**config.mk**
```make
export PLATFORM = sky130hd
export DESIGN_NAME = ram_arbiter
export DESIGN_NICKNAME = d
export VERILOG_FILES = /design/src/rtl/ram_arb_pkg.sv /design/src/rtl/ram_arb_rd_tag_pipe.sv /design/src/rtl/ram_arbiter.sv
export SDC_FILE = /design/constraint.sdc
export NUM_CORES = 1
export LEC_CHECK = 0
export CORE_UTILIZATION = 44
export DETAILED_ROUTE_END_ITERATION = 7
export PLACE_DENSITY = 0.95
export SYNTH_ARGS = -nofsm -noshare
export SYNTH_HDL_FRONTEND = slang
export SYNTH_SLANG_ARGS = --single-unit
```
**constraint.sdc**
```tcl
create_clock -name clk -period 6.2 [get_ports clk]
set_input_delay 1.86 -clock clk [delete_from_list [all_inputs] [get_ports clk]]
set_output_delay 1.86 -clock clk [all_outputs]
set_load 0.05 [all_outputs]
```
**src/rtl/ram_arb_pkg.sv**
```systemverilog
// Shared types for ram_arbiter: FSM states, owner encoding, read-tag payload
// and burst/statistics counter widths.
package ram_arb_pkg;

  localparam int unsigned BC_W      = 4;
  localparam int unsigned GNT_CNT_W = 16;

  typedef enum logic [1:0] {
    IDLE  = 2'd0,
    OWN_A = 2'd1,
    OWN_B = 2'd2
  } arb_state_e;

  typedef enum logic {
    OWNER_A = 1'b0,
    OWNER_B = 1'b1
  } owner_e;

  typedef struct packed {
    logic   valid;
    owner_e owner;
  } rd_tag_t;

  // Burst counter increment that sticks at the configured ceiling.
  function automatic logic [BC_W-1:0] bc_step(input logic [BC_W-1:0] bc,
                                              input logic [BC_W-1:0] max_bc);
    return (bc < max_bc) ? BC_W'(bc + BC_W'(1)) : max_bc;
  endfunction

endpackage

```
**src/rtl/ram_arb_rd_tag_pipe.sv**
```systemverilog
// Read-tag tracker: RD_LAT-deep shift register of {valid, owner} that marks
// which requester the RAM read data belongs to when it emerges.
module ram_arb_rd_tag_pipe
  import ram_arb_pkg::*;
#(
  parameter int unsigned RD_LAT = 1
) (
  input  logic    clk,
  input  logic    rst,
  input  logic    issue_valid,
  input  owner_e  issue_owner,
  output rd_tag_t tag_out
);

  rd_tag_t [RD_LAT-1:0] pipe_q;
  rd_tag_t [RD_LAT-1:0] pipe_d;

  always_comb begin
    pipe_d          = pipe_q;
    pipe_d[0].valid = issue_valid;
    pipe_d[0].owner = issue_owner;
    for (int i = 1; i < int'(RD_LAT); i++) begin
      pipe_d[i] = pipe_q[i-1];
    end
  end

  always_ff @(posedge clk) begin
    if (rst) begin
      pipe_q <= '0;
    end else begin
      pipe_q <= pipe_d;
    end
  end

  assign tag_out = pipe_q[RD_LAT-1];

endmodule

```
**src/rtl/ram_arbiter.sv**
```systemverilog
// Two-requester single-port RAM arbiter with bounded bursts and tie-break on
// last-served side. Optional grant statistics when RAM_ARB_STATS_EN is defined.
module ram_arbiter
  import ram_arb_pkg::*;
#(
  parameter int unsigned ADDR_W    = 6,
  parameter int unsigned DATA_W    = 8,
  parameter int unsigned MAX_BURST = 4,
  parameter int unsigned RD_LAT    = 1
) (
  input  logic              clk,
  input  logic              rst,
  input  logic              a_req,
  input  logic              b_req,
  input  logic              a_we,
  input  logic              b_we,
  input  logic [ADDR_W-1:0] a_addr,
  input  logic [ADDR_W-1:0] b_addr,
  input  logic [DATA_W-1:0] a_wdata,
  input  logic [DATA_W-1:0] b_wdata,
  output logic              a_gnt,
  output logic              b_gnt,
  output logic              a_rvalid,
  output logic              b_rvalid,
  output logic [DATA_W-1:0] a_rdata,
  output logic [DATA_W-1:0] b_rdata,
  output logic              ram_wr_en,
  output logic [ADDR_W-1:0] ram_wr_addr,
  output logic [DATA_W-1:0] ram_wr_data,
  output logic [ADDR_W-1:0] ram_rd_addr,
  input  logic [DATA_W-1:0] ram_rd_data
`ifdef RAM_ARB_STATS_EN
  ,
  output logic [GNT_CNT_W-1:0] a_gnt_cnt,
  output logic [GNT_CNT_W-1:0] b_gnt_cnt
`endif
);

  localparam logic [BC_W-1:0] MAX_BC = BC_W'(MAX_BURST);

  arb_state_e        state_q, state_d;
  logic [BC_W-1:0]   bc_q, bc_d;
  owner_e            last_q, last_d;
  logic [ADDR_W-1:0] wr_addr_q, wr_addr_d;
  logic [DATA_W-1:0] wr_data_q, wr_data_d;
  logic [ADDR_W-1:0] rd_addr_q, rd_addr_d;

  logic              gnt_a, gnt_b;
  logic              sel_we;
  logic [ADDR_W-1:0] sel_addr;
  logic [DATA_W-1:0] sel_wdata;
  logic              wr_en_c, rd_issue_c;
  rd_tag_t           tag;

  // Grant decision and next state; reset suppresses any grant this cycle.
  always_comb begin
    state_d = state_q;
    bc_d    = bc_q;
    last_d  = last_q;
    gnt_a   = 1'b0;
    gnt_b   = 1'b0;
    if (!rst) begin
      unique case (state_q)
        IDLE: begin
          if (a_req && (!b_req || last_q == OWNER_B)) gnt_a = 1'b1;
          else if (b_req)                             gnt_b = 1'b1;
        end
        OWN_A: begin
          if (a_req && (bc_q < MAX_BC || !b_req)) gnt_a = 1'b1;
          else if (b_req)                         gnt_b = 1'b1;
        end
        OWN_B: begin
          if (b_req && (bc_q < MAX_BC || !a_req)) gnt_b = 1'b1;
          else if (a_req)                         gnt_a = 1'b1;
        end
        default: ;
      endcase
    end
    if (gnt_a) begin
      state_d = OWN_A;
      last_d  = OWNER_A;
      bc_d    = (state_q == OWN_A) ? bc_step(bc_q, MAX_BC) : BC_W'(1);
    end else if (gnt_b) begin
      state_d = OWN_B;
      last_d  = OWNER_B;
      bc_d    = (state_q == OWN_B) ? bc_step(bc_q, MAX_BC) : BC_W'(1);
    end else begin
      state_d = IDLE;
      bc_d    = '0;
    end
  end

  // Route the granted request onto the RAM ports; addresses hold otherwise.
  always_comb begin
    sel_we     = gnt_b ? b_we    : a_we;
    sel_addr   = gnt_b ? b_addr  : a_addr;
    sel_wdata  = gnt_b ? b_wdata : a_wdata;
    wr_en_c    = (gnt_a | gnt_b) & sel_we;
    rd_issue_c = (gnt_a | gnt_b) & ~sel_we;
    wr_addr_d  = wr_addr_q;
    wr_data_d  = wr_data_q;
    rd_addr_d  = rd_addr_q;
    if (wr_en_c) begin
      wr_addr_d = sel_addr;
      wr_data_d = sel_wdata;
    end
    if (rd_issue_c) rd_addr_d = sel_addr;
  end

  always_ff @(posedge clk) begin
    if (rst) begin
      state_q   <= IDLE;
      bc_q      <= '0;
      last_q    <= OWNER_B;
      wr_addr_q <= '0;
      wr_data_q <= '0;
      rd_addr_q <= '0;
    end else begin
      state_q   <= state_d;
      bc_q      <= bc_d;
      last_q    <= last_d;
      wr_addr_q <= wr_addr_d;
      wr_data_q <= wr_data_d;
      rd_addr_q <= rd_addr_d;
    end
  end

  ram_arb_rd_tag_pipe #(
    .RD_LAT (RD_LAT)
  ) u_rd_tag_pipe (
    .clk         (clk),
    .rst         (rst),
    .issue_valid (rd_issue_c),
    .issue_owner (gnt_b ? OWNER_B : OWNER_A),
    .tag_out     (tag)
  );

  assign a_gnt       = gnt_a;
  assign b_gnt       = gnt_b;
  assign ram_wr_en   = wr_en_c;
  assign ram_wr_addr = wr_addr_d;
  assign ram_wr_data = wr_data_d;
  assign ram_rd_addr = rd_addr_d;
  assign a_rdata     = ram_rd_data;
  assign b_rdata     = ram_rd_data;
  // A read landing in a reset cycle belongs to a discarded transaction.
  assign a_rvalid    = ~rst & tag.valid & (tag.owner == OWNER_A);
  assign b_rvalid    = ~rst & tag.valid & (tag.owner == OWNER_B);

`ifdef RAM_ARB_STATS_EN
  logic [GNT_CNT_W-1:0] a_cnt_q, a_cnt_d;
  logic [GNT_CNT_W-1:0] b_cnt_q, b_cnt_d;

  always_comb begin
    a_cnt_d = a_cnt_q;
    b_cnt_d = b_cnt_q;
    if (gnt_a && a_cnt_q != '1) a_cnt_d = a_cnt_q + GNT_CNT_W'(1);
    if (gnt_b && b_cnt_q != '1) b_cnt_d = b_cnt_q + GNT_CNT_W'(1);
  end

  always_ff @(posedge clk) begin
    if (rst) begin
      a_cnt_q <= '0;
      b_cnt_q <= '0;
    end else begin
      a_cnt_q <= a_cnt_d;
      b_cnt_q <= b_cnt_d;
    end
  end

  assign a_gnt_cnt = a_cnt_q;
  assign b_gnt_cnt = b_cnt_q;
`endif

endmodule
```
Word level (Yosys, flattened, before mapping)
Index checks and enable logic that the tools add are counted.
Widths: inputs -> output; s select.
{"block": "word_totals", "ff_bits": 29, "latch_bits": 0, "ramBits": 0, "romBits": 0, "input_bits": 42, "output_inout_bits": 41, "elab_cells": 61, "mem_count": 0}
{"block": "op_classes", "n_addsub": 1, "multipliers": 0, "n_div": 0, "n_lt_le_gt_ge": 1, "eq_ne": 2, "shift": 0, "muxes": 28, "bitwise_logic": 9, "reduce_logical": 11}
{"op": "$mux 4", "n": 5}
{"op": "$mux 6", "n": 3}
{"op": "$mux 8", "n": 2}
{"op": "$mux 1", "n": 15}
{"op": "$pmux 1 s3", "n": 2}
{"op": "$and 1x1->1", "n": 5}
{"op": "$add 4x1->4 const B", "n": 1}
{"op": "$lt 4x3->1 const B", "n": 1}
{"op": "$logic_and 1x1->1", "n": 3}
{"op": "$logic_or 1x1->1", "n": 3}
{"op": "$not 1->1", "n": 3}
{"op": "$eq 2x1->1 const B", "n": 1}
{"op": "$eq 2x2->1 const B", "n": 1}
{"op": "$logic_not 1->1", "n": 2}
{"op": "$logic_not 2->1", "n": 1}
{"op": "$mux 2", "n": 1}
{"op": "$reduce_bool 2->1", "n": 1}
{"op": "$reduce_or 2->1", "n": 1}
{"op": "$or 1x1->1", "n": 1}

Logic depth before layout (Yosys ltp)
Gate-level depths: netlist of run 1.
{"block": "depth", "depth_word": 10, "depth_mapped": 6, "ltp_nobuf": 5}

Cells and area by module
Synthesis of run 1 repeated with hierarchy kept, for this count alone.
{"block": "hier_totals", "cells_unflattened": 183, "area_unflattened_um2": 1606.5}
{"mod": "ram_arbiter", "n_inst": 1, "cells_per_inst": 179, "area_per_inst_um2": 1554.0, "seq_area_each_um2": 540.5}
{"mod": "ram_arb_rd_tag_pipe", "n_inst": 1, "cells_per_inst": 4, "area_per_inst_um2": 52.6, "seq_area_each_um2": 40.0}

Least setup slack after synthesis of run 1
No wires, ideal clock.
{"block": "synth_path", "kind": "input to output", "startpoint": "in b_req", "endpoint": "out ram_wr_addr[0]", "arrival_ps": 3793, "t_required_ps": 4340, "setup_slack_ps": 547, "cell_stages": 6, "n_path_buf": 1, "cell_sequence": "nand2_1 a211oi_4 o211a_4 buf_6 nor3_2 nor3_1"}
{"block": "synth_between", "elab_chain_len": 9, "word_cells_on_any_way": 22, "classes_between": "mux (14); bitwise (2); reduce/logical (6)"}
{"item": "from (decl)", "line_no": "ram_arbiter.sv:14", "source": "input logic b_req,"}
{"item": "$logic_not 1->1", "line_no": "ram_arbiter.sv:65, ram_arbiter.sv:69"}
{"item": "$logic_or 1x1->1 (on tied branches)", "line_no": "ram_arbiter.sv:69, ram_arbiter.sv:65"}
{"item": "$logic_and 1x1->1 (on tied branches)", "line_no": "ram_arbiter.sv:69, ram_arbiter.sv:65"}
{"item": "$mux 1 (on tied branches)", "line_no": "ram_arbiter.sv:69, ram_arbiter.sv:65"}
{"item": "$pmux 1 s3", "line_no": "ram_arbiter.sv:63", "source": "unique case (state_q)"}
{"item": "$mux 1", "line_no": "ram_arbiter.sv:62", "source": "if (!rst) begin"}
{"item": "$or 1x1->1 / $mux 1 (equally long branches)", "line_no": "ram_arbiter.sv:98, ram_arbiter.sv:95"}
{"item": "$and 1x1->1", "line_no": "ram_arbiter.sv:98", "source": "wr_en_c = (gnt_a | gnt_b) & sel_we;"}
{"item": "$mux 6 *", "line_no": "ram_arbiter.sv:103", "source": "if (wr_en_c) begin"}
{"item": "to (decl)", "line_no": "ram_arbiter.sv:28", "source": "output logic [ADDR_W-1:0] ram_wr_addr,"}
Every way passes the cells marked *; elsewhere a longest branch is shown, timed or not.

Final worst setup path of run 1
{"block": "layout_path", "startpoint": "in b_req", "endpoint": "out ram_wr_addr[5]"}
The elaborated chain is that of the path after synthesis.

==> results_dict.tcl, run 1 <==
set metrics [dict create \
    rsz0062_at_grt "no" \
    row_count 22 \
    post-route-worst-setup-slack_ns 0.276 \
    grt_first_pass_wirelength_um 6810 \
    met2_usage_pct 33.9 \
    route.detailed.drc 0 \
    start_util_pct 46.5 \
    final_cells 284 \
    clockRootBuffer "clkbuf_8" \
    grt_util_met3_pct 6.16 \
    tightestPinTransition_ns 0.554 \
    fin_worst_skew_ns 0.00261 \
    cp-startpoint "b_req" \
    synth_area_mm2 0.00173 \
    p_leak_nw 1.02 \
    grtUsageTotal_pct 21.3 \
    n_antenna_cell 0 \
    placed_area_mm2 0.00244 \
    cts_buffers 5 \
    grt_max_degree 21 \
    dp_slack_ns 0.301 \
    final_area_mm2 0.00253 \
    drive_above_1_share_pct 28.4 \
    routed_wl_um 4080 \
    clkLatencyLatePin_ns 0.27 \
    hpwl_um 3060 \
    busiest_layer "met2" \
    cts_tree "done" \
    cts_setup_buffers 0 \
    hold_viol 0 \
    cp.arrival_ns 4.06 \
    max_cap_violations 0 \
    outcome "finished, final reports clean" \
    peakVddDrop_mv 0.184 \
    hold_slack_ns 0.504 \
    synth_flop_cell "dfxtp_1" \
    period_needed_ns 5.92 \
    first_global_vias 1499 \
    max_slew_margin_pct 63.0 \
    via_count 1557 \
    async_flop_share_pct 0 \
    synth_cells 190 \
    yosys.area.top_type "dfxtp_1" \
    place.gp.congestion 0.862 \
    drt-initial-drc-count 122 \
    drtAntennaViolNets 0 \
    crit_path_start_kind "primary input" \
    dieArea_mm2 0.00418 \
    die_h_um 64.6 \
    synth_common_cells "nor2_1 (36), dfxtp_1 (29), nor3_1 (20), buf_4 (17)" \
    ys_types 41 \
    die_x_um 64.6 \
    cts.repair.resized 0 \
    synth.most_common_cell "nor2_1" \
    nNetsFinal 279 \
    vias_per_cell 5.48 \
    areaGrowthSynthToFinish_pct 46.3 \
    powerDensity_mw_per_mm2 253 \
    worst_r2r_path_depth 5 \
    clk_path_buf_depth 2 \
    timing.final.crit_share_pct 95.6 \
    syn_avg_cell_area_um2 9.09 \
    yosysSeqAreaShare_pct 33.6 \
    firstDrtPassIters 4 \
    r2r-end "wr_addr_q[1]" \
    timing.fmax_ghz 0.169 \
    hold_buffers 0 \
    r2r_slack_ns 4.23 \
    syn-num-nets 233 \
    io_buffer_count 58 \
    r2r-start "state_q[0]" \
    slew_viol_final 0 \
    synth-edff-count 0 \
    hold_class "flip-flop to flip-flop" \
    cp-endpoint "ram_wr_addr[5]" \
    setup_total_negative_slack_ns 0 \
    path_class "primary input to primary output" \
    yosysWarningCount 0 \
    ys_ff_latch 29 \
    synth_top_area_share_pct 33.6 \
    ios 83 \
    h-tree-depth 2 \
    antenna_found_initial 0 \
    setup_viol 0 \
    end_kind "primary output" \
    core_area_mm2 0.00372 \
    dp.cells 277 \
    gr-total-overflow 0 \
    synth.area.top_cells "dfxtp_1 (34%), nor2_1 (7.8%), buf_4 (7.4%)" \
    cts.sinks 29 \
    wl_per_cell_um 14.4 \
    cp.required_ns 4.34 \
    clk_pin_slew_ns 0.06 \
    met1_usage_pct 26.2 \
    crit_fanout 14 \
]
## power by group
| part | internal (mW) | leakage (nW) | switching [mW] |
|---|---|---|---|
| registers | 0.203 | 0.239 | 0.00956 |
| logic | 0.133 | 0.737 | 0.145 |
| clock network | 0.0877 | 0.0443 | 0.0609 |
| total | 0.423 | 1.02 | 0.215 |
## critical path, cell delays in order
cell             delay (ns)
clkdlybuf4s50_1        0.62
nand2_1                0.14
a211oi_4               0.36
o211a_4                0.37
nor3_1                 0.11
nor3_1                 0.40
buf_12                 0.20
## kinds of logic (layout without fill, tap and decap cells)
logic type,Yosys count,count (layout),synth area share [%]
buffers and inverters,24,70,10.8
other,1,1,0.217
adder cells (fa/ha/maj),1,1,0.725
AO/OA/AOI/OAI,34,34,17.8
flip-flops,29,29,33.6
AND/OR/NAND/NOR,101,101,36.8
## metal layers
layer	share of wire, %	vias to the layer above
met5	0	-
met4	1.9	0
met3	5.5	8
met2	48	58
met1	44	722
li1	-	769
## cells in the final DEF (no fill, tap or decap), types with 2 or more instances in the layout
master	n
a21oi_1	4
and3_1	4
buf_12	23
buf_4	6
clkbuf_8	6
clkdlybuf4s50_1	33
dfxtp_1	29
nand2_1	4
nand2b_1	2
nor2_1	36
nor2b_1	3
nor3_1	20
nor3_2	10
nor3b_1	2
nor4_1	4
nor4_2	10
o211a_1	6
o21a_1	7
o22a_1	6
## flip-flops by register name, summed over array words and instances, names as in the netlist
register and cells:
bc_q 4, u_rd_tag_pipe.tag_out 2, wr_data_q 8, rd_addr_q 6, wr_addr_q 6, state_q 2, last_q 1
## cell type report
type,count,area (um2)
sequential,29,581
multi-input combinational,137,960
timing repair buffer,62,836
clock buffer,7,86.3
inverter,1,3.75
tap,48,60.1
fill,313,1190
## how the worst min path moves through the flow
stage                     cells after the start         start  slack (ns)           end
after detailed placement                      1  rd_addr_q[3]        0.49  rd_addr_q[3]
after global placement                        1  rd_addr_q[0]        0.48  rd_addr_q[0]
after CTS                                     1  rd_addr_q[3]        0.50  rd_addr_q[3]
after floorplan                               1  rd_addr_q[3]        0.47  rd_addr_q[3]
after global routing                          1  rd_addr_q[3]        0.52  rd_addr_q[3]
final                                         1  rd_addr_q[3]        0.50  rd_addr_q[3]
## per-stage QoR
step                      power (mW)  util, %
after global routing           0.670     68.0
after global placement         0.490     65.7
final                          0.639     68.0
after floorplan                0.392        -
after detailed placement       0.495     65.7
after CTS                      0.644     68.0
Power figures use the tool's default switching activity.
==> run 2, diff against run 1 <==
--- a/config.mk
+++ b/config.mk
@@ -8,6 +8,7 @@
 export CORE_UTILIZATION = 44
 export DETAILED_ROUTE_END_ITERATION = 7
 export PLACE_DENSITY = 0.95
+export SKIP_CTS_REPAIR_TIMING = 1
 export SYNTH_ARGS = -nofsm -noshare
 export SYNTH_HDL_FRONTEND = slang
 export SYNTH_SLANG_ARGS = --single-unit
==> results of run 2 <==
Final layout, timing and power as in run 1 (identical DEF).
